<file path="src/rtl/spi_flash_pkg.sv">
// Shared opcodes, responder FSM states and status-register bit positions
// for the SPI flash responder.
package spi_flash_pkg;

  localparam logic [7:0] CMD_READ = 8'h03;
  localparam logic [7:0] CMD_PP   = 8'h02;
  localparam logic [7:0] CMD_WREN = 8'h06;
  localparam logic [7:0] CMD_WRDI = 8'h04;
  localparam logic [7:0] CMD_RDSR = 8'h05;
  localparam logic [7:0] CMD_RDID = 8'h9F;

  typedef enum logic [2:0] {
    ST_IDLE   = 3'd0,
    ST_CMD    = 3'd1,
    ST_ADDR   = 3'd2,
    ST_TX     = 3'd3,
    ST_RX     = 3'd4,
    ST_IGNORE = 3'd5
  } resp_state_t;

  localparam int STATUS_WIP = 0;
  localparam int STATUS_WEL = 1;

  // Synthetic read data used when no memory array is built.
  function automatic logic [7:0] read_pattern(input logic [7:0] addr);
    return addr ^ 8'hA5;
  endfunction

endpackage

</file>
<file path="src/rtl/spi_sync_edge.sv">
// Two-flop synchronizer for one asynchronous SPI pin, plus a delayed copy
// that yields single-cycle rise and fall pulses in the clk_in1 domain.
module spi_sync_edge
  import spi_flash_pkg::*;
#(
  parameter logic RESET_VAL = 1'b0
) (
  input  logic clk_in1,
  input  logic reset,
  input  logic i_async,
  output logic o_level,
  output logic o_rise,
  output logic o_fall
);

  logic r_meta;
  logic r_sync;
  logic r_dly;

  always_ff @(posedge clk_in1 or posedge reset) begin
    if (reset) begin
      r_meta <= RESET_VAL;
      r_sync <= RESET_VAL;
      r_dly  <= RESET_VAL;
    end else begin
      r_meta <= i_async;
      r_sync <= r_meta;
      r_dly  <= r_sync;
    end
  end

  assign o_level = r_sync;
  assign o_rise  = r_sync & ~r_dly;
  assign o_fall  = ~r_sync & r_dly;

endmodule

</file>
<file path="src/rtl/spi_flash_responder.sv">
// Mode-0 SPI serial-flash responder (RDID, RDSR, READ, optional WREN/WRDI/PP).
// Define SPI_RESP_PROGRAM_EN to build the byte memory and program/busy logic.
module spi_flash_responder
  import spi_flash_pkg::*;
#(
  parameter logic [23:0] JEDEC_ID    = 24'hEF4016,
  parameter int          MEM_AW      = 8,
  parameter int          BUSY_CYCLES = 64
) (
  input  logic       clk_in1,
  input  logic       reset,
  input  logic       spi_sck,
  input  logic       spi_cs_n,
  input  logic       spi_mosi,
  output logic       spi_miso,
  output logic       spi_miso_oe,
  output logic       cmd_valid,
  output logic [7:0] cmd_code,
  output logic [7:0] status
);

  logic w_sck_rise;
  logic w_sck_fall;
  logic w_cs_n;
  logic w_cs_rise;
  logic w_mosi;
  logic w_unused_sck_level;
  logic w_unused_cs_fall;
  logic w_unused_mosi_rise;
  logic w_unused_mosi_fall;
  logic w_unused_busy;

  spi_sync_edge #(.RESET_VAL(1'b0)) u_sync_sck (
    .clk_in1 (clk_in1),
    .reset   (reset),
    .i_async (spi_sck),
    .o_level (w_unused_sck_level),
    .o_rise  (w_sck_rise),
    .o_fall  (w_sck_fall)
  );

  spi_sync_edge #(.RESET_VAL(1'b1)) u_sync_cs (
    .clk_in1 (clk_in1),
    .reset   (reset),
    .i_async (spi_cs_n),
    .o_level (w_cs_n),
    .o_rise  (w_cs_rise),
    .o_fall  (w_unused_cs_fall)
  );

  spi_sync_edge #(.RESET_VAL(1'b0)) u_sync_mosi (
    .clk_in1 (clk_in1),
    .reset   (reset),
    .i_async (spi_mosi),
    .o_level (w_mosi),
    .o_rise  (w_unused_mosi_rise),
    .o_fall  (w_unused_mosi_fall)
  );

  assign w_unused_busy = (BUSY_CYCLES != 0);

  resp_state_t       r_state;
  logic [4:0]        r_bit_cnt;
  logic [7:0]        r_shift_in;
  logic [MEM_AW-1:0] r_addr;
  logic [7:0]        r_tx_shift;
  logic [2:0]        r_tx_bit;
  logic [1:0]        r_id_idx;
  logic              r_miso;
  logic              r_miso_oe;
  logic              r_cmd_valid;
  logic [7:0]        r_cmd_code;

  logic [7:0]  w_in_byte;
  logic        w_cmd_done;
  logic        w_wel;
  logic        w_wip;
  logic [7:0]  w_status;
  logic [7:0]  w_mem_rdata;
  logic [7:0]  w_tx_byte;
  resp_state_t w_decode_state;

  assign w_in_byte  = {r_shift_in[6:0], w_mosi};
  assign w_cmd_done = (r_state == ST_CMD) && !w_cs_n && w_sck_rise &&
                      (r_bit_cnt == 5'd7);

  always_comb begin
    w_status             = 8'h00;
    w_status[STATUS_WEL] = w_wel;
    w_status[STATUS_WIP] = w_wip;
  end

  // While a program is in progress only status polling is honoured.
  always_comb begin
    w_decode_state = ST_IGNORE;
    if (w_wip) begin
      if (w_in_byte == CMD_RDSR) w_decode_state = ST_TX;
    end else begin
      case (w_in_byte)
        CMD_RDID, CMD_RDSR: w_decode_state = ST_TX;
        CMD_READ:           w_decode_state = ST_ADDR;
`ifdef SPI_RESP_PROGRAM_EN
        CMD_PP:             if (w_wel) w_decode_state = ST_ADDR;
`endif
        default:            w_decode_state = ST_IGNORE;
      endcase
    end
  end

  always_comb begin
    w_tx_byte = 8'h00;
    case (r_cmd_code)
      CMD_RDID: begin
        case (r_id_idx)
          2'd0:    w_tx_byte = JEDEC_ID[23:16];
          2'd1:    w_tx_byte = JEDEC_ID[15:8];
          2'd2:    w_tx_byte = JEDEC_ID[7:0];
          default: w_tx_byte = 8'h00;
        endcase
      end
      CMD_RDSR: w_tx_byte = w_status;
      CMD_READ: w_tx_byte = w_mem_rdata;
      default:  w_tx_byte = 8'h00;
    endcase
  end

  // Response bytes are fetched at each byte boundary so RDSR sees live status.
  always_ff @(posedge clk_in1 or posedge reset) begin
    if (reset) begin
      r_state     <= ST_IDLE;
      r_bit_cnt   <= 5'd0;
      r_shift_in  <= 8'h00;
      r_addr      <= '0;
      r_tx_shift  <= 8'h00;
      r_tx_bit    <= 3'd7;
      r_id_idx    <= 2'd0;
      r_miso      <= 1'b0;
      r_miso_oe   <= 1'b0;
      r_cmd_valid <= 1'b0;
      r_cmd_code  <= 8'h00;
    end else begin
      r_cmd_valid <= 1'b0;
      if (w_cs_n) begin
        r_state    <= ST_IDLE;
        r_bit_cnt  <= 5'd0;
        r_shift_in <= 8'h00;
        r_tx_shift <= 8'h00;
        r_tx_bit   <= 3'd7;
        r_miso     <= 1'b0;
        r_miso_oe  <= 1'b0;
      end else begin
        case (r_state)
          ST_IDLE: begin
            r_state   <= ST_CMD;
            r_bit_cnt <= 5'd0;
          end
          ST_CMD: begin
            if (w_sck_rise) begin
              r_shift_in <= w_in_byte;
              if (w_cmd_done) begin
                r_bit_cnt   <= 5'd0;
                r_cmd_valid <= 1'b1;
                r_cmd_code  <= w_in_byte;
                r_state     <= w_decode_state;
                r_tx_bit    <= 3'd7;
                r_id_idx    <= 2'd0;
              end else begin
                r_bit_cnt <= r_bit_cnt + 5'd1;
              end
            end
          end
          ST_ADDR: begin
            if (w_sck_rise) begin
              r_addr <= MEM_AW'({r_addr, w_mosi});
              if (r_bit_cnt == 5'd23) begin
                r_bit_cnt <= 5'd0;
                r_state   <= (r_cmd_code == CMD_READ) ? ST_TX : ST_RX;
              end else begin
                r_bit_cnt <= r_bit_cnt + 5'd1;
              end
            end
          end
          ST_TX: begin
            if (w_sck_fall) begin
              r_miso_oe <= 1'b1;
              r_tx_bit  <= r_tx_bit - 3'd1;
              if (r_tx_bit == 3'd7) begin
                r_miso     <= w_tx_byte[7];
                r_tx_shift <= {w_tx_byte[6:0], 1'b0};
                if (r_cmd_code == CMD_RDID && r_id_idx != 2'd3)
                  r_id_idx <= r_id_idx + 2'd1;
                if (r_cmd_code == CMD_READ)
                  r_addr <= r_addr + 1'b1;
              end else begin
                r_miso     <= r_tx_shift[7];
                r_tx_shift <= {r_tx_shift[6:0], 1'b0};
              end
            end
          end
          ST_RX: begin
            if (w_sck_rise) begin
              r_shift_in <= w_in_byte;
              if (r_bit_cnt[2:0] == 3'd7) begin
                r_bit_cnt <= 5'd0;
                r_addr    <= r_addr + 1'b1;
              end else begin
                r_bit_cnt <= r_bit_cnt + 5'd1;
              end
            end
          end
          default: ;
        endcase
      end
    end
  end

`ifdef SPI_RESP_PROGRAM_EN
  localparam int DEPTH  = 2 ** MEM_AW;
  localparam int BUSY_W = (BUSY_CYCLES > 1) ? $clog2(BUSY_CYCLES + 1) : 1;

  logic [7:0]        r_mem [DEPTH] = '{default: 8'hFF};
  logic              r_wel;
  logic              r_wip;
  logic              r_rx_wrote;
  logic [BUSY_W-1:0] r_busy_cnt;
  logic              w_rx_byte_done;

  assign w_rx_byte_done = (r_state == ST_RX) && !w_cs_n && w_sck_rise &&
                          (r_bit_cnt[2:0] == 3'd7);

  // Programming can only clear bits, as on real NOR flash.
  always_ff @(posedge clk_in1) begin
    if (w_rx_byte_done) r_mem[r_addr] <= r_mem[r_addr] & w_in_byte;
  end

  always_ff @(posedge clk_in1 or posedge reset) begin
    if (reset) begin
      r_wel      <= 1'b0;
      r_wip      <= 1'b0;
      r_rx_wrote <= 1'b0;
      r_busy_cnt <= '0;
    end else begin
      if (w_cs_rise && r_state == ST_RX && r_rx_wrote) begin
        r_wip      <= (BUSY_CYCLES != 0);
        r_wel      <= 1'b0;
        r_busy_cnt <= BUSY_W'(BUSY_CYCLES);
      end else if (r_wip) begin
        if (r_busy_cnt <= BUSY_W'(1)) begin
          r_wip      <= 1'b0;
          r_busy_cnt <= '0;
        end else begin
          r_busy_cnt <= r_busy_cnt - BUSY_W'(1);
        end
      end
      if (w_cmd_done && !r_wip) begin
        if (w_in_byte == CMD_WREN)      r_wel <= 1'b1;
        else if (w_in_byte == CMD_WRDI) r_wel <= 1'b0;
      end
      if (w_rx_byte_done)            r_rx_wrote <= 1'b1;
      else if (r_state == ST_IDLE)   r_rx_wrote <= 1'b0;
    end
  end

  assign w_wel       = r_wel;
  assign w_wip       = r_wip;
  assign w_mem_rdata = r_mem[r_addr];
`else
  assign w_wel       = 1'b0;
  assign w_wip       = 1'b0;
  assign w_mem_rdata = read_pattern(8'(r_addr));
`endif

  assign spi_miso    = r_miso;
  assign spi_miso_oe = r_miso_oe;
  assign cmd_valid   = r_cmd_valid;
  assign cmd_code    = r_cmd_code;
  assign status      = w_status;

endmodule

</file>
<file path="config.mk">
export PLATFORM = sky130hd
export DESIGN_NAME = spi_flash_responder
export DESIGN_NICKNAME = d
export VERILOG_FILES = /design/src/rtl/spi_flash_pkg.sv /design/src/rtl/spi_sync_edge.sv /design/src/rtl/spi_flash_responder.sv
export SDC_FILE = /design/constraint.sdc
export NUM_CORES = 1
export LEC_CHECK = 0
export CAP_MARGIN = 20
export CORE_MARGIN = 8
export CORE_UTILIZATION = 42
export DETAILED_ROUTE_END_ITERATION = 10
export HOLD_SLACK_MARGIN = 0.05
export PLACE_DENSITY = 0.62
export SLEW_MARGIN = 20
export SYNTH_ARGS = -nofsm -noshare
export SYNTH_HDL_FRONTEND = slang
export SYNTH_HIERARCHICAL = 1
export SYNTH_SLANG_ARGS = --single-unit
</file>
<file path="constraint.sdc">
create_clock -name clk_in1 -period 3.4 [get_ports clk_in1]
set_input_delay 0.68 -clock clk_in1 [delete_from_list [all_inputs] [get_ports clk_in1]]
set_output_delay 0.68 -clock clk_in1 [all_outputs]
set_load 0.03 [all_outputs]
</file>
# Word-level counts from Yosys, hierarchy flattened
# Cells that the tools add are included.
# word_totals
reg_bits	54
inputBits	5
out_inout_bits	19
wordCells	139
# op_classes
add_sub_neg	4
n_eq_ne	31
muxes	54
n_bitwise	6
n_reduce_logical	26
# op_table
op	count
two-way mux 8 bit	10
one-hot mux 8 bit (3 select lines)	2
two-way mux 5 bit	7
two-way mux 3 bit	10
two-way mux 7 bit	3
one-hot mux 5 bit (4 select lines)	1
!= test 2 bit (second input constant)	9
equality test 8 x 2 -> 1 bit (second input constant)	2
equality test 8 bit (second input constant)	2
one-hot mux 8 bit (2 select lines)	1
!= test 3 x 2 -> 1 bit (second input constant)	5
one-hot mux 3 bit (2 select lines)	2
AND reduction 4 bit	3
two-way mux 1 bit	11
two-way mux 2 bit	5
nonzero test 2 bit	5
equality test 3 bit (second input constant)	3
one-hot mux 3 bit (3 select lines)	1
adder 8 x 1 -> 8 bit (second input constant)	1
equality test 8 x 3 -> 1 bit (second input constant)	1
AND reduction 8 bit	1
AND reduction 7 bit	1
equality test 3 x 2 -> 1 bit (second input constant)	2
nonzero test 3 bit	2
other kinds (23)	31

# Logic depth before layout (Yosys ltp)
# depth
word_depth	8
ltp_mapped	8
depth_no_buf	7

# By module
# Netlist, hierarchy kept.
# modules_own_cells
module	instances	cells_each	area_each_um2	seq_area_each_um2
spi_flash_responder	1	309	2801.4	1154.9
spi_sync_edge at u_sync_mosi ...	2	6	93.8	75.1
spi_sync_edge at u_sync_cs	1	6	97.6	78.8

# Least setup slack after synthesis
# OpenSTA, ideal clock, no wires.
# synth_timing
path_kind	flip-flop to flip-flop
from	reg r_cmd_code[4], in the netlist cmd_code[4]
to	reg r_addr[0]
setup_time_ps	124
arrival_ps	2051
required_time_ps	3276
setup_slack_ps	1226
path_stages_with_launch	7
path_buffers	1
period_less_slack_ps	2174
path_cell_list	dfrtp_1 -> or4_1 -> buf_2 -> nor3_4 -> o21ai_2 -> mux2_4 -> a211o_1
# synth_via
elab_chain_len	3
# synth_lines
item	line	text
from (decl)	spi_flash_responder.sv:72	logic [7:0] r_cmd_code;
from (signal assigned)	spi_flash_responder.sv:163	r_cmd_code <= w_in_byte;
equality test 8 x 2 -> 1 bit	spi_flash_responder.sv:192	if (r_cmd_code == CMD_READ)
!= test 2 bit (no source line)	-	
AND reduction 8 bit (no source line)	-	
to (signal assigned)	spi_flash_responder.sv:174	r_addr <= MEM_AW'({r_addr, w_mosi});
to (signal assigned)	spi_flash_responder.sv:193	r_addr <= r_addr + 1'b1;
to (signal assigned)	spi_flash_responder.sv:205	r_addr <= r_addr + 1'b1;
to (decl)	spi_flash_responder.sv:65	logic [MEM_AW-1:0] r_addr;
# Every way passes these cells.
# A chain may end at the register's enable or synchronous reset.

# Final worst setup path
# Ends and elaborated chain as after synthesis.

==> results.md <==
- Mapped Cells: 321
- CP delay by family, top: simple AND/OR/NAND/NOR gates
- Total CTS buffers: 5
- RSZ-0062 raised after global routing: false
- FMAX: about 0.43 GHz
- CP max FO: 16
- DPL Wire Length: 4450 um
- Setup CP Type: reg -> reg
- Register area: 1330 um2
- Slew Limit Fails: 0
- Via count: 2312
- Die height: 101 um
- Port-buffer cells: 15
- Final setup viols: 0
- Pre-Repair DR Iteration Count: 4
- # nets final: 347
- Vias per cell: 5.38
- Die Wd: 101 um
- Tcrit/Tclk final: 68.5%
- Rel. slew slack: 35.5%
- Pre-CTS setup slack: 1.10 ns
- WHS: 0.358 ns
- Post-route minimum period: 2.33 ns
- Post-DRT Antenna Nets: 0
- Crit-path cells: or4_1 > nor3_4 > o21ai_2 > mux2_4 > a211o_1
- Final setup margin: 1.07 ns
- Setup_tns: 0 ns
- Area of the multi-input gates: 1530 um2
- Die Footprint: 10100 um2
- Yosys warning total: 6
- GRT overflow: 0
- Leak: 1.39 nW
- DRC errors left: 0
- Worst path max stage delay: 0.70 ns
- First-pass GRT wire length: 10600 um
- Vias in the first global route: between 2k and 2.5k
- Antenna diodes: 0
- IO Pins: 24
- Clock Skew: 0.0123 ns
- Worst-case clock buffer depth: 2
- CTS Root Cell: clkbuf_8
- Aggregate global-route resource usage: between 10 and 15%
- Cts hold-fix bufs: 0
- Iter 0 DRT Violations: 104
- Routability cong.: 0.787
- Largest net degree at the start of global routing: 29
- Num Clock Sinks: 53
- Post-Syn Area per Cell: 9.36 um2
- Routed WL: 6270 um
- Mapped Area: 3010 um2
- CP Buf/Inv Count: 0
- Slew @ Worst Pin: 0.964 ns
- CP startpoint kind: flip-flop
- Req. time, crit path: between 3 and 4 ns
- Initial antenna violation count: 0
- IR drop worst, VDD: 0.000207 V
- Fill cells: 680
- Initial core utilization: between 40% and 50%
- PD cells: 362 nW/um2
- Layout cells sized above 1: between 10% and 20%
- Hold Vio Cnt, Final: 0
- Max stage delay cell, worst path: or4_1
- Max Cap Viol: 0
- Post-CTS sizing: 0
- Clk Latency, worst-skew pair: 0.31 ns
- Worst EP arrival: 2.54 ns
- Min-Delay Path Class: reg -> reg
- Post-CTS Setup Inserts: 0
- Routed len/inst: 14.6 um
- Status: complete, no violations
- Worst setup EP type: flip-flop
- Core area: 7100 um2
- FP Rows: 31
- Clock-pin slew on the worst setup and hold paths: 0.10 ns
- P&R area growth vs syn: 9.58%
- CTS tree: built
- H-tree depth: 2
-- final timing paths --
check / from / end / slack (ns) / depth (start not counted)
worst max-delay path: cmd_code[4]$_DFFE_PP0P_ / r_addr[0]$_DFFE_PP0P_ / 1.07 / 5
worst min-delay path: u_sync_sck/r_meta$_DFF_PP0_ / u_sync_sck/o_level$_DFF_PP0_ / 0.36 / 0
worst max register to register: cmd_code[4]$_DFFE_PP0P_ / r_addr[0]$_DFFE_PP0P_ / 1.07 / 5
worst min register to register: u_sync_sck/r_meta$_DFF_PP0_ / u_sync_sck/o_level$_DFF_PP0_ / 0.36 / 0
max in group asynchronous: reset / r_tx_bit[2]$_DFFE_PP1P_ / 2.08 / 3
min in group asynchronous: reset / u_sync_mosi/r_meta$_DFF_PP0_ / 0.60 / 2
-- through the flow --
stage,cell area [um2],util (%),power [W],cells
floorplan,3030,-,0.000816,328
global route,3290,46.4,0.00126,430
finish,3290,46.4,0.00119,430
CTS,3290,46.4,0.00121,430
global placement,3200,45.1,0.000843,422
detailed placement,3200,45.1,0.000846,422
-- flip-flops by register name (all words and copies together), names as in the netlist --
register	cells
spi_miso_oe	1
r_bit_cnt	5
r_addr	8
r_shift_in	7
r_tx_bit	3
cmd_valid	1
u_sync_cs/r_meta	1
u_sync_sck/r_meta	1
r_tx_shift	7
u_sync_cs/o_level	1
u_sync_mosi/r_meta	1
u_sync_sck/o_level	1
r_id_idx	2
u_sync_sck/r_dly	1
spi_miso	1
u_sync_mosi/o_level	1
r_state	3
cmd_code	8
-- layer usage --
metal / GRT usage [%] / vias to the layer above / routed length [um] / part of all wire (%)
li1: - / 1149 / - / -
met1: 16.7 / 1126 / 3080 / 49
met2: 21.1 / 30 / 2920 / 47
met3: 2.76 / 7 / 210 / 3.4
met4: 3.95 / 0 / 66 / 1.1
met5: 0 / - / 0 / 0
-- power breakdown --
part	internal, W	switching [W]	total, W
sequential	0.000648	0.0000363	0.000685
clock	0.000147	0.000212	0.000359
combinational	0.0000548	0.0000947	0.000150
-- final cells by class --
class | instances | share of cell area, %
multi-input cells | 239 | 46.5
flip-flops and latches | 53 | 40.5
repair buffers | 17 | 5.02
well taps | 99 | 3.76
clock buffers | 6 | 2.20
inverters | 14 | 1.60
clock inverters | 2 | 0.494
-- cell usage in the layout (no fill, tap or decap), types with 8 or more instances in the layout --
cell type	instances
ha_1	12
o21ai_1	9
inv_1	13
nand3_1	13
nand2b_1	14
nor2_1	23
o21ai_0	23
conb_1	8
nand2_1	30
mux2_2	8
clkdlybuf4s50_1	15
dfrtp_1	48
a21oi_1	14
Note: power is estimated with default switching activity, not from simulation.
